<file path="src/rtl/decoder_hold.sv">
// decoder_hold: registered 2-to-4 decoder with a post-valid hold timer.
// Takes the encoder's (q, v) pair and produces a one-hot line vector d.
// d is stretched for HOLD_CYCLES cycles after v drops. The block also reports
// the last accepted code, a new-value strobe and a saturating event counter.
//
// Handshake: v is a plain qualifier with no back-pressure. Every rising edge
// with v=1 (and rst=0) accepts q, and the effect shows on d one cycle later.
module decoder_hold #(
  parameter int unsigned HOLD_CYCLES = 4,
  parameter int unsigned CNT_W       = 8
) (
  input  logic             clk,
  input  logic             rst,
  input  logic [1:0]       q,
  input  logic             v,
  output logic [3:0]       d,
  output logic             busy,
  output logic             chg,
  output logic [1:0]       last_q,
  output logic [CNT_W-1:0] evt_cnt
);

  typedef enum logic [1:0] {
    IDLE   = 2'd0,
    ACTIVE = 2'd1,
    HOLD   = 2'd2
  } state_e;

  // The counter is loaded with HOLD_CYCLES-1 on the falling-valid edge, so
  // that together with the expiry edge d stays up HOLD_CYCLES extra cycles.
  localparam logic [7:0]       HOLD_LOAD = 8'(HOLD_CYCLES - 1);
  localparam logic [CNT_W-1:0] CNT_MAX   = '1;
  localparam logic [CNT_W-1:0] CNT_ONE   = CNT_W'(1);

  state_e           state_q, state_d;
  logic [7:0]       hold_q, hold_d;
  logic [3:0]       d_q, d_d;
  logic             chg_q, chg_d;
  logic [1:0]       code_q, code_d;
  logic [CNT_W-1:0] cnt_q, cnt_d;

  logic             accept;
  logic [3:0]       dec;

  // Next-state, hold timer and accept-side updates.
  always_comb begin
    state_d = state_q;
    hold_d  = hold_q;
    d_d     = d_q;
    code_d  = code_q;
    cnt_d   = cnt_q;
    chg_d   = 1'b0;
    accept  = 1'b0;
    dec     = 4'b0001 << q;

    case (state_q)
      IDLE: begin
        if (v) begin
          accept  = 1'b1;
          state_d = ACTIVE;
        end
      end
      ACTIVE: begin
        if (v) begin
          accept = 1'b1;
        end else begin
          state_d = HOLD;
          hold_d  = HOLD_LOAD;
        end
      end
      HOLD: begin
        if (v) begin
          accept  = 1'b1;
          state_d = ACTIVE;
          hold_d  = '0;
        end else if (hold_q != '0) begin
          hold_d = hold_q - 8'd1;
        end else begin
          state_d = IDLE;
          d_d     = '0;
        end
      end
      default: begin
        state_d = IDLE;
        hold_d  = '0;
        d_d     = '0;
      end
    endcase

    if (accept) begin
      d_d    = dec;
      code_d = q;
      // Strobe only when d moves to a different nonzero value. dec is never
      // zero, so coming out of IDLE always strobes.
      chg_d  = (dec != d_q);
      // The IDLE case also counts a code equal to the stale last_q.
      if (((q != code_q) || (state_q == IDLE)) && (cnt_q != CNT_MAX)) begin
        cnt_d = cnt_q + CNT_ONE;
      end
    end
  end

  // State and output registers; synchronous reset wins over everything.
  always_ff @(posedge clk) begin
    if (rst) begin
      state_q <= IDLE;
      hold_q  <= '0;
      d_q     <= '0;
      chg_q   <= 1'b0;
      code_q  <= '0;
      cnt_q   <= '0;
    end else begin
      state_q <= state_d;
      hold_q  <= hold_d;
      d_q     <= d_d;
      chg_q   <= chg_d;
      code_q  <= code_d;
      cnt_q   <= cnt_d;
    end
  end

  assign d       = d_q;
  assign busy    = (state_q != IDLE);
  assign chg     = chg_q;
  assign last_q  = code_q;
  assign evt_cnt = cnt_q;

endmodule

</file>
<file path="config.mk">
export PLATFORM = sky130hd
export DESIGN_NAME = decoder_hold
export DESIGN_NICKNAME = d
export VERILOG_FILES = /design/src/rtl/decoder_hold.sv
export SDC_FILE = /design/constraint.sdc
export NUM_CORES = 1
export LEC_CHECK = 0
export CELL_PAD_IN_SITES_DETAIL_PLACEMENT = 1
export CELL_PAD_IN_SITES_GLOBAL_PLACEMENT = 1
export CORE_ASPECT_RATIO = 1.25
export CORE_UTILIZATION = 37
export CTS_BUF_LIST = sky130_fd_sc_hd__clkbuf_8 sky130_fd_sc_hd__clkbuf_16
export CTS_CLUSTER_SIZE = 25
export DETAILED_ROUTE_END_ITERATION = 10
export PLACE_DENSITY_LB_ADDON = 0.1
export RECOVER_POWER = 100
export SLEW_MARGIN = 0
export SYNTH_ARGS = -nofsm -noshare
export SYNTH_HDL_FRONTEND = slang
export SYNTH_SLANG_ARGS = --single-unit
</file>
<file path="constraint.sdc">
create_clock -name clk -period 2.5 [get_ports clk]
set_input_delay 0.5 -clock clk [delete_from_list [all_inputs] [get_ports clk]]
set_output_delay 0.5 -clock clk [all_outputs]
set_load 0.005 [all_outputs]
</file>
Word level (Yosys, flattened, before mapping)
Cells that the tools add are included.
{"block": "classes", "n_reduce_logical": 12, "n_eq_ne": 12, "n_mux": 15, "bitwise": 2, "shift": 1, "add_sub_neg": 2}
{"op": "two-way mux 8 bit", "n": 3}
{"op": "case mux 8 bit (3 select lines)", "n": 1}
{"op": "two-way mux 4 bit", "n": 3}
{"op": "inequality test 3 bit (second input constant)", "n": 4}
{"op": "AND reduction 3 bit", "n": 3}
{"op": "adder 8 x 1 -> 8 bit (second input constant)", "n": 1}
{"op": "two-way mux 2 bit", "n": 4}
{"op": "inequality test 8 bit (second input constant)", "n": 1}
{"op": "case mux 4 bit (2 select lines)", "n": 1}
{"op": "nonzero test 8 bit", "n": 1}
{"op": "subtractor 8 x 1 -> 8 bit (second input constant)", "n": 1}
{"op": "case mux 2 bit (3 select lines)", "n": 1}
{"op": "inequality test 2 bit (second input constant)", "n": 2}
{"op": "inequality test 4 bit", "n": 1}
{"op": "OR reduction 2 bit", "n": 2}
{"op": "left shift 1 x 2 -> 4 bit (first input constant)", "n": 1}
{"op": "OR reduction 3 bit", "n": 1}
{"op": "equality test 2 x 1 -> 1 bit (second input constant)", "n": 1}
{"op": "equality test 2 bit (second input constant)", "n": 1}
{"op": "logical NOT 2 bit", "n": 1}
{"op": "two-way mux 1 bit", "n": 2}
{"op": "inequality test 2 x 1 -> 1 bit (second input constant)", "n": 1}
{"op": "inequality test 2 bit", "n": 1}
{"op": "NOT 1 bit", "n": 2}
{"op": "4 further kinds", "n": 4}
{"block": "totals", "in_bits": 5, "output_inout_bits": 16, "reg_bits": 25}

Depth between registers and ports, before layout
{"block": "logic_depth", "depth_word": 5, "depth_mapped": 8, "mapped_depth_nobuf": 6}

Least setup slack after synthesis
No wires, ideal clock.
{"block": "synth_path", "kind": "register to register", "start": "register state_q[0]", "end": "register hold_q[5]", "setup_slack_ps": 580, "arrival_time_ps": 1834, "required_ps": 2414, "setup_time_ps": 86, "path_stages_with_launch": 7, "cell_sequence": "dfxtp_1 > inv_1 > ha_1 > a21oi_1 > o31ai_1 > or4b_2 > a211oi_1"}
{"block": "synth_via", "elab_chain_cells": 3, "elab_cells_between_ends": 8, "classes_between": "eq/ne (4); mux (1); bitwise (1); reduce/logical (2)"}
{"element": "from (decl)", "line": "35", "rtl": "state_e state_q, state_d;"}
{"element": "from (signal assigned)", "line": "113", "rtl": "state_q <= state_d;"}
{"element": "equality test 2 bit (tied with other cells)", "line": "56", "rtl": "case (state_q)"}
{"element": "inequality test 3 bit (no source line) (tied with other cells)"}
{"element": "AND reduction 3 bit (no source line)"}
{"element": "to (signal assigned)", "line": "114", "rtl": "hold_q <= hold_d;"}
{"element": "to (decl)", "line": "36", "rtl": "logic [7:0] hold_q, hold_d;"}
Parallel ways exist; a longest one is shown, timed or not.
A chain may end at the register's enable or synchronous reset.

Worst setup path after layout
{"block": "layout_path", "start": "register state_q[0]", "end": "output busy"}
{"block": "layout_via", "elab_chain_cells": 1}
{"element": "nonzero test 2 bit", "line": "123", "rtl": "assign busy = (state_q != IDLE);"}
{"element": "to (decl)", "line": "17", "rtl": "output logic busy,"}
No other way between the ends.

==> impl_metrics.toml <==
[timing]
fin_hold_ws_ns = 0.499
clock_skew_ns = 0.00477
fmax_mhz = 445
period_minus_slack_ns = 2.25
fin_crit_sh_pct = 89.9
worst_slack_ns = 0.254
final.setup.tns_ns = 0
rsz0062_at_grt = "false"
hold_viol = 0
setup_viol = 0
finalMaxSlewViolations = 0
tightestPinTransition_ns = 0.711
slew_headroom_pct = 52.2

[floorplan]
die_h_um = 70.8
core_area_sq_um = 3540
die_x_um = 57.0
io_pins = 21
dieArea_sq_um = 4040
rows = 24
start_util_pct = 39.5

[clock_tree]
postCtsSetupRepairBufs = 0
clk_latency_ns = 0.26
cts_resized = 1
ctsRootBufferMaster = "clkbuf_8"
hold_buffers = 0
cts.reportedPaths.clkPinSlew_ns = 0.09
numCtsBuffers = 3
cts_tree = "built"
cts_sinks = 25
clock_path_buffers = 2
h-tree-depth = 1

[yosys]
syn-instance-count = 164
yosysTopAreaCellShare_pct = 35.7
synth_area_sq_um = 1400
synth-edff-count = 0
synth.distinct_cells = 47
synth_fp_nets = 177
avgSynthCellArea_sq_um = 8.54
synth_top_area_cell = "dfxtp_1"
synthTopCellsByArea = "dfxtp_1 36%, ha_1 7.1%, a21oi_1 5.4%"
yosysWarnings = 0
synth-seq-area-share_pct = 35.7
synth_ff_type = "dfxtp_1"
ys_async_sr_fraction_pct = 0
synth_seq_cells = 25

[status]
outcome = "complete, no violations"

[detailed_routing]
first_pass_iters = 4
routedWlPerCell_um = 15.2
postRouteWirelength_um = 3440
via_per_inst = 5.85
num_vias = 1329
drt-initial-drc-count = 57
drc = 0
ant_nets = 0

[pwr]
powerDensity_nw_per_um2 = 502
leakage_nw = 0.697
peakVddDrop_v = 0.000195

[cells_and_area]
fillers = 438
mostFrequentLayoutCells = "25 x dfxtp_1, 18 x dlygate4sd3_1, 15 x a21oi_1, 11 x inv_1, 11 x nor2_1"
antenna_cells = 0
final_util_pct = 48.5
drive_above_1_share_pct = 10.6
final_common_cell = "dfxtp_1"
seq_area_sq_um = 500
final_area_sq_um = 1720
multi_input_area_sq_um = 831
syn_to_final_growth_pct = 22.8
nNetsFinal = 202

[global_routing]
grt_max_degree = 16
antenna_found_initial = 0
grt.total_usage_pct = 19.3
grt_pass1_vias = 1404
grt_pass1_wl_um = 6290
overflow = 0

[worst_setup_path]
path_class = "flip-flop to output port"
cp.arrival_ns = 1.75
r2r_start = "hold_q[1]"
cp_common_cell = "inv_1"
start_kind = "flip-flop"
path_cells = "inv_1, ha_1, inv_1, dlygate4sd3_1"
cp.required_ns = 2.00
rrSetupSlack_ns = 0.26
cpMaxStageDelayCell = "dlygate4sd3_1"
end_kind = "output port"
reg2reg_to = "hold_q[1]"
r2r_cells = 7
slowest_delay_ns = 0.58
critPathMaxFanout = 5

[place]
numPortBuffers = 20
place_congestion = 0.782
hpwl_um = 2610
pre_cts_slack_ns = -0.129
place_area_sq_um = 1670

[min_path]
hold_class = "flip-flop to flip-flop"
min_from = "d[1]"
whs_path_depth = 1
hold_path_end = "d[1]"

[flow_run]
cap_viol_max_count = 0
power breakdown:
group          internal [mW]  total [mW]  leakage [nW]  switching, mW
logic                 0.0868       0.183         0.466         0.0967
clock network          0.110       0.236        0.0269          0.126
registers              0.419       0.443         0.204         0.0240
stage by stage:
stage	instances	total power, mW
6_report	227	0.862
5_1_grt	227	0.913
4_1_cts	227	0.881
3_5_place_dp	223	0.640
3_3_place_gp	223	0.631
2_1_floorplan	164	0.568
how the worst max path moves through the flow:
| stage | from | endpoint | slack (ns) | cells past startpoint |
|---|---|---|---|---|
| 3_3_place_gp | v | hold_q[4] | 0.05 | 5 |
| 6_report | state_q[0] | busy | 0.25 | 4 |
| 2_1_floorplan | state_q[0] | hold_q[5] | 0.58 | 6 |
| 5_1_grt | hold_q[0] | hold_q[2] | 0.03 | 6 |
| 4_1_cts | hold_q[0] | hold_q[6] | 0.27 | 6 |
| 3_5_place_dp | v | hold_q[6] | -0.13 | 5 |
metal layers:
| layer | vias up | GRT usage [%] | part of all wire [%] |
|---|---|---|---|
| met2 | 9 | 35.2 | 55 |
| met3 | 2 | 2.19 | 1.2 |
| met5 | - | 0 | 0 |
| li1 | 665 | - | - |
| met1 | 653 | 23.7 | 43 |
| met4 | 0 | 5.15 | 0.55 |
sequential cells by signal (all words and copies together) (netlist names):
register,count
state_q,2
last_q,2
hold_q,8
evt_cnt,8
d,4
chg,1
Yosys cell counts, drive strengths merged (2+ instances only):
library cell / instances
or3: 8
a21oi: 15
xor2: 2
buf: 2
nand2: 10
or4: 6
mux2i: 2
clkbuf: 6
ha: 8
or3b: 2
nor2: 11
o21ai: 8
o211ai: 2
o2bb2ai: 2
inv: 10
dfxtp: 25
nand4: 2
a211oi: 5
nand3: 2
mux2: 2
nor3: 3
nand2b: 3
o31ai: 6
nor4: 2
critical path, delay by kind of cell (launching register included):
kind	cells	cell delay, ns
buffers and inverters	3	0.78
DFF	1	0.44
adders and majority gates	1	0.27
logic make-up (layout without fill, tap and decap cells):
group                    after synthesis  in the layout  share of synthesized area [%]
AND/OR/NAND/NOR                       56             56                           23.2
flip-flops                            25             25                           35.7
multiplexers                           4              4                           3.04
AO/OA/AOI/OAI                         51             51                           24.4
adder cells (fa/ha/maj)                8              8                           7.15
XOR/XNOR                               2              2                           1.25
buffers and inverters                 18             42                           5.18
final cells by class:
class / instances / area share, %
multi-input cells: 121 / 48.3
clock inverters: 1 / 0.218
well taps: 39 / 2.84
repair buffers: 28 / 14.9
clock buffers: 3 / 2.40
flip-flops and latches: 25 / 29.1
inverters: 10 / 2.18
Power figures use the tool's default switching activity.
